<file path="config.mk">
export PLATFORM = sky130hd
export DESIGN_NAME = multicycle_ctrl
export DESIGN_NICKNAME = d
export VERILOG_FILES = /design/src/rtl/multicycle_ctrl.sv
export SDC_FILE = /design/constraint.sdc
export NUM_CORES = 1
export LEC_CHECK = 0
export BUFFER_PORTS_ARGS = -buffer_cell sky130_fd_sc_hd__buf_2
export CAP_MARGIN = 10
export CORE_MARGIN = 10
export CORE_UTILIZATION = 35
export CTS_BUF_LIST = sky130_fd_sc_hd__clkbuf_4
export CTS_CLUSTER_DIAMETER = 60
export CTS_CLUSTER_SIZE = 10
export DETAILED_ROUTE_END_ITERATION = 10
export PLACE_DENSITY = 0.68
export RECOVER_POWER = 50
export SETUP_SLACK_MARGIN = 0.2
export SLEW_MARGIN = 15
export SYNTH_ARGS = -nofsm -noshare
export SYNTH_HDL_FRONTEND = slang
export SYNTH_SLANG_ARGS = --single-unit
</file>
<file path="constraint.sdc">
create_clock -name clk -period 1.6 [get_ports clk]
set_input_delay 0.16 -clock clk [delete_from_list [all_inputs] [get_ports clk]]
set_output_delay 0.16 -clock clk [all_outputs]
set_load 0.1 [all_outputs]
</file>
<file path="src/rtl/multicycle_ctrl.sv">
// Multi-cycle MIPS control unit.
// A Moore state machine steps the shared datapath through fetch, decode and
// the per-instruction execute/memory/writeback states. All outputs come from
// the current state. The exception is pcen, which also folds in the ALU zero
// flag for beq. The write enables are gated by rst_n. This makes a write that
// is in flight stop at once when reset is asserted.
module multicycle_ctrl (
    input  logic       clk,
    input  logic       rst_n,
    input  logic [5:0] op,
    input  logic [5:0] funct,
    input  logic       zero,
    output logic       pcen,
    output logic       iord,
    output logic       memwrite,
    output logic       irwrite,
    output logic       regwrite,
    output logic       regdst,
    output logic       memtoreg,
    output logic       alusrca,
    output logic [1:0] alusrcb,
    output logic [1:0] pcsrc,
    output logic [2:0] alucontrol,
    output logic [3:0] state
);

    localparam logic [5:0] OP_LW   = 6'b100011;
    localparam logic [5:0] OP_SW   = 6'b101011;
    localparam logic [5:0] OP_RTYP = 6'b000000;
    localparam logic [5:0] OP_BEQ  = 6'b000100;
    localparam logic [5:0] OP_ADDI = 6'b001000;
    localparam logic [5:0] OP_J    = 6'b000010;

    localparam logic [2:0] ALU_ADD = 3'b010;
    localparam logic [2:0] ALU_SUB = 3'b110;
    localparam logic [2:0] ALU_AND = 3'b000;
    localparam logic [2:0] ALU_OR  = 3'b001;
    localparam logic [2:0] ALU_SLT = 3'b111;

    typedef enum logic [3:0] {
        FETCH  = 4'd0,
        DECODE = 4'd1,
        MEMADR = 4'd2,
        MEMRD  = 4'd3,
        MEMWB  = 4'd4,
        MEMWR  = 4'd5,
        RTEX   = 4'd6,
        RTWB   = 4'd7,
        BEQEX  = 4'd8,
        ADDIEX = 4'd9,
        ADDIWB = 4'd10,
        JEX    = 4'd11
    } state_t;

    state_t state_q, state_d;

    logic pcwrite_s, branch_s, irwrite_s, memwrite_s, regwrite_s;

    // Next-state selection. Illegal codes and unknown opcodes fall back to FETCH.
    always_comb begin
        state_d = FETCH;
        case (state_q)
            FETCH:  state_d = DECODE;
            DECODE: begin
                case (op)
                    OP_LW, OP_SW: state_d = MEMADR;
                    OP_RTYP:      state_d = RTEX;
                    OP_BEQ:       state_d = BEQEX;
                    OP_ADDI:      state_d = ADDIEX;
                    OP_J:         state_d = JEX;
                    default:      state_d = FETCH;
                endcase
            end
            MEMADR: state_d = (op == OP_SW) ? MEMWR : MEMRD;
            MEMRD:  state_d = MEMWB;
            RTEX:   state_d = RTWB;
            ADDIEX: state_d = ADDIWB;
            default: state_d = FETCH;
        endcase
    end

    // State register. Asynchronous reset puts the machine back in FETCH.
    always_ff @(posedge clk or negedge rst_n) begin
        if (!rst_n) begin
            state_q <= FETCH;
        end else begin
            state_q <= state_d;
        end
    end

    // Moore output decode. Any field not set here stays at 0, and the ALU defaults to add.
    always_comb begin
        pcwrite_s  = 1'b0;
        branch_s   = 1'b0;
        irwrite_s  = 1'b0;
        memwrite_s = 1'b0;
        regwrite_s = 1'b0;
        iord       = 1'b0;
        regdst     = 1'b0;
        memtoreg   = 1'b0;
        alusrca    = 1'b0;
        alusrcb    = 2'b00;
        pcsrc      = 2'b00;
        alucontrol = ALU_ADD;
        case (state_q)
            FETCH: begin
                irwrite_s = 1'b1;
                pcwrite_s = 1'b1;
                alusrcb   = 2'b01;
            end
            DECODE: alusrcb = 2'b11;
            MEMADR: begin
                alusrca = 1'b1;
                alusrcb = 2'b10;
            end
            MEMRD:  iord = 1'b1;
            MEMWB: begin
                memtoreg   = 1'b1;
                regwrite_s = 1'b1;
            end
            MEMWR: begin
                iord       = 1'b1;
                memwrite_s = 1'b1;
            end
            RTEX: begin
                alusrca = 1'b1;
                case (funct)
                    6'b100010: alucontrol = ALU_SUB;
                    6'b100100: alucontrol = ALU_AND;
                    6'b100101: alucontrol = ALU_OR;
                    6'b101010: alucontrol = ALU_SLT;
                    default:   alucontrol = ALU_ADD;
                endcase
            end
            RTWB: begin
                regdst     = 1'b1;
                regwrite_s = 1'b1;
            end
            BEQEX: begin
                alusrca    = 1'b1;
                alucontrol = ALU_SUB;
                pcsrc      = 2'b01;
                branch_s   = 1'b1;
            end
            ADDIEX: begin
                alusrca = 1'b1;
                alusrcb = 2'b10;
            end
            ADDIWB: regwrite_s = 1'b1;
            JEX: begin
                pcsrc     = 2'b10;
                pcwrite_s = 1'b1;
            end
            default: ;
        endcase
    end

    // Enables are held low for as long as reset is asserted, without waiting for a clock edge.
    assign pcen     = rst_n & (pcwrite_s | (branch_s & zero));
    assign irwrite  = rst_n & irwrite_s;
    assign memwrite = rst_n & memwrite_s;
    assign regwrite = rst_n & regwrite_s;
    assign state    = state_q;

endmodule

</file>
======== Word level (Yosys, flattened, before mapping) ========
Cells that the tools add are included.
cells by class
  eq/ne operators ......................... 20
  reductions and logical operators ........ 8
  mux-type cells .......................... 16
  bitwise gates (word level) .............. 6
operator list
  operator            number
  $eq 6x6->1 const B  6
  $pmux 4 s6          1
  $pmux 4 s5          1
  $eq 4x3->1 const B  4
  $eq 4x4->1 const B  4
  $pmux 3 s4          1
  $mux 1              9
  $eq 4x2->1 const B  2
  $reduce_or 2->1     4
  $eq 6x2->1 const B  1
  $eq 6x3->1 const B  1
  $eq 6x4->1 const B  1
  $logic_not 6->1     1
  $pmux 2 s3          1
  $pmux 3 s2          1
  $and 1x1->1         5
  $eq 4x1->1 const B  1
  $logic_not 4->1     1
  $pmux 2 s2          1
  $reduce_or 4->1     1
  $mux 3              1
  $reduce_or 3->1     1
  $or 1x1->1          1
storage, ports and cells
  logic and storage cells ................. 51
  register bits after elaboration ......... 4
  bits of input ports ..................... 15
  output and inout bits ................... 19

======== Logic depth before layout (Yosys ltp) ========
  word-level depth ........................ 5
  depth in mapped cells ................... 4
  gate-level depth less buffers ........... 3

======== Least setup slack after synthesis ========
OpenSTA, ideal clock, no wires.
  path kind ............................... register to output
  start ................................... register state_q[3] (netlist: state[3])
  end ..................................... output port pcen
  arrival time ............................ 4.610 ns
  stages on the path, launching flop included .. 4
  slack ................................... -3.170 ns
  required time ........................... 1.440 ns
  path buffers ............................ 0
  cells stage by stage .................... dfrtp_1 > nor4b_2 > a21oi_1 > a21oi_1
between the ends
  longest elaborated chain between the ends .. 5
  elaborated cells on any way between the ends .. 9
  classes of those cells .................. 2 x eq/ne; 2 x mux; 3 x bitwise; 2 x reduce/logical
ends and longest elaborated chain
  element                                                            line      source
  start, declared                                                    55        state_t state_q, state_d;
  start signal, assigned                                             87        state_q <= state_d;
  $eq 4x4->1 / $logic_not 4->1 (equally long branches)               105       case (state_q)
  $reduce_or 2->1 (no source line) / $mux 1 (equally long branches)  n/a
  $mux 1 / $and 1x1->1 (equally long branches)                       105, 159
  $or 1x1->1 (*)                                                     159       assign pcen = rst_n & (pcwrite_s | (branch_s & zero));
  $and 1x1->1 (*)                                                    159
  end, declared                                                      13        output logic pcen,
Mark *: on every way between the ends. The rest lies on a longest branch, timed or not.

======== Final worst setup path ========
  start ................................... register state_q[0] (netlist: state[0])
  end ..................................... output port pcen
The elaborated chain is that of the path after synthesis.

==> flow_metrics.env <==
export IMPL_die_h_um=59.0
export IMPL_grt_pass1_vias=803
export IMPL_slowest_stage="or4_4"
export IMPL_track_usage_pct=15.7
export IMPL_hold_path_class="in -> reg"
export IMPL_min_delay_start="op[2]"
export IMPL_largest_reg_flops=4
export IMPL_synth_edf_count=0
export IMPL_hold_end="state[3]"
export IMPL_area_delta_synth_final_pct=170
export IMPL_grt_max_degree=13
export IMPL_dp_worst_setup_slack_ns=0.0280
export IMPL_num_vias=917
export IMPL_final_seq_area_sq_um=115
export IMPL_crit_type="reg -> out"
export IMPL_rsz0062_at_grt="yes"
export IMPL_synth_nets=79
export IMPL_core_area_sq_um=1470
export IMPL_p_leak_nw=0.614
export IMPL_drc=0
export IMPL_syn_area_per_cell_sq_um=8.31
export IMPL_cts_root_buf="clkbuf_4"
export IMPL_outcome="finished, violations left"
export IMPL_peakVddDrop_uv=1370
export IMPL_multi_input_area_sq_um=586
export IMPL_crit_start="state[0]"
export IMPL_synth_xor_area_share_pct=4.94
export IMPL_tns_ns=-3.14
export IMPL_tightest_slew_ns=0.508
export IMPL_fin_nets=141
export IMPL_path_cells="or4_4 > a21oi_4 > buf_12"
export IMPL_r2r_setup_slack_ns=-0.13
export IMPL_ys_ff_latch=4
export IMPL_cts_buffers=3
export IMPL_skew_ns=0.0133
export IMPL_row_count=14
export IMPL_post_route_min_period_ns=1.89
export IMPL_synthTopCellsByCount="nor2_1, a21oi_1, nor3b_1, dfrtp_1"
export IMPL_crit_path_max_fanout=6
export IMPL_drt_iter0_drc=37
export IMPL_synth_compound_area_share_pct=20.9
export IMPL_antenna_found_initial=0
export IMPL_fillers=23
export IMPL_synthTopCellsByArea="dfrtp_1, nor2_1, nor3b_1"
export IMPL_routed_via_density=6.55
export IMPL_yosys_area_top_type="dfrtp_1"
export IMPL_max_freq_mhz=529
export IMPL_wire_per_inst_um=28.0
export IMPL_io_pins=34
export IMPL_synth_cell_types=37
export IMPL_synth_top_family_by_area="simple AND/OR/NAND/NOR gates"
export IMPL_place_gp_congestion=0.785
export IMPL_synth_fa_ha_area_share_pct=0
export IMPL_setup_viol=17
export IMPL_p_per_area_nw_per_um2=1640
export IMPL_worstRegToRegCells=6
export IMPL_synth_top_cell_area_share_pct=18.8
export IMPL_crit_family="simple AND/OR/NAND/NOR gates"
export IMPL_cts_num_sinks=4
export IMPL_ys_seq_area_share_pct=18.8
export IMPL_yosysMostFrequentCell="nor2_1"
export IMPL_ys_async_sr_fraction_pct=100
export IMPL_dieWidth_um=59.0
export IMPL_finalWirelength_um=3920
export IMPL_arrival_ns=1.73
export IMPL_cp_slowest_stage_delay_ns=0.58
export IMPL_hold_viol_final=0
export IMPL_ant_nets=0
export IMPL_layout_drive_gt1_share_pct=79.8
export IMPL_htreeDepth=1
export IMPL_io_buffers=33
export IMPL_netlist_instances=64
export IMPL_first_pass_iters=4
export IMPL_whs_path_depth=3
export IMPL_synth_simple_area_share_pct=48.0
export IMPL_dp_hpwl_um=1720
export IMPL_relSlewSlack_pct=66.4
export IMPL_start_kind="flip-flop"
export IMPL_start_util_pct=36.1
export IMPL_path_buf_inv=1
export IMPL_diodes=0
export IMPL_syn_area_sq_um=532
export IMPL_cp_data_required_time_ns=1.44
export IMPL_yosysWarnings=0
export IMPL_synthMuxAreaShare_pct=0
export IMPL_drv_cap=0
export IMPL_cts_tree="built"
export IMPL_grt_overflow=0
export IMPL_finalMaxSlewViolations=0
export IMPL_fin_ws_ns=-0.292
export IMPL_r2r_start="state[2]"
export IMPL_synth_main_ff_cell="dfrtp_1"
export IMPL_cp_end_kind="output port"
export IMPL_die_area_sq_um=3480
export IMPL_clkTransAtPathRegs_ns=0.04
export IMPL_period_share_pct=118
export IMPL_clk_latency_ns=0.25
export IMPL_clockBufferDepth=2
export IMPL_violations="negative setup slack"
export IMPL_reg2reg_to="state[1]"
export IMPL_grt_pass1_wl_um=4240
-- worst register-to-register path: cells and delay by family, from the launching register on --
kind,cells,cell delay [ns]
AO/OA/AOI/OAI,1,0.13
AND/OR/NAND/NOR,2,0.61
buffers and inverters,3,0.38
flip-flops,1,0.49
-- worst max path at each step --
stage / cells after the start / to / slack (ns)
after global routing: 3 / pcen / -0.32
after CTS: 5 / pcen / -0.20
final: 3 / pcen / -0.29
after detailed placement: 4 / memtoreg / 0.03
after global placement: 3 / pcen / 0.04
after floorplan: 3 / pcen / -1.17
-- cell usage in the layout, fill, tap and decap left out, types with 2 or more instances in the layout --
master / count
a21oi_1: 2
a21oi_2: 2
buf_12: 16
buf_2: 16
buf_4: 14
buf_6: 11
buf_8: 3
clkbuf_4: 3
dfrtp_4: 4
nor2_1: 4
nor2_4: 6
nor3_4: 3
nor3b_1: 2
nor3b_4: 3
-- logic make-up after synthesis --
| group | Yosys count |
|---|---|
| compound gates | 16 |
| xor+xnor | 3 |
| buf+inv | 6 |
| flops | 4 |
| simple gates | 35 |
-- power breakdown --
part / leakage [nW] / internal (mW) / total, mW / switching, mW
sequential: 0.0464 / 0.144 / 0.201 / 0.0564
combinational: 0.554 / 0.769 / 2.02 / 1.25
clock: 0.0138 / 0.0845 / 0.135 / 0.0509
-- per-stage QoR --
step           std cells  util [%]  cell area [sq um]  power [mW]  hold WS [ns]
2_1_floorplan         64         -                704        1.35        -0.136
3_3_place_gp         119      79.1               1160        1.82       -0.0282
3_5_place_dp         119      79.1               1160        1.84       -0.0246
4_1_cts              132      91.2               1340        2.16         0.199
5_1_grt              140      97.5               1440        2.40         0.299
6_report             140      97.5               1440        2.36         0.298
-- per-layer routing --
| metal | part of all wire, % | track usage, % | vias up |
|---|---|---|---|
| met3 | 11 | 2.58 | 31 |
| met2 | 48 | 26.7 | 87 |
| met1 | 33 | 17.1 | 435 |
| li1 | - | - | 364 |
| met5 | 0 | 0 | - |
| met4 | 8.6 | 11.5 | 0 |
-- final cells by class --
type / instances / area share, %
Sequential cell: 4 / 8.02
Multi-Input combinational cell: 54 / 40.8
Tap cell: 16 / 1.39
Clock buffer: 3 / 1.57
Inverter: 2 / 0.523
Timing Repair Buffer: 61 / 47.7
-- timing repair --
action | CTS | global route
endpoints found under the setup margin | 18 | 18
hold endpoints to repair | 4 | 0
resized for setup | 18 | 10
buffers inserted | 9 | 8
hold buffers | 1 | 0
pin swaps | 9 | 12
Note: power is estimated with default switching activity, not from simulation.
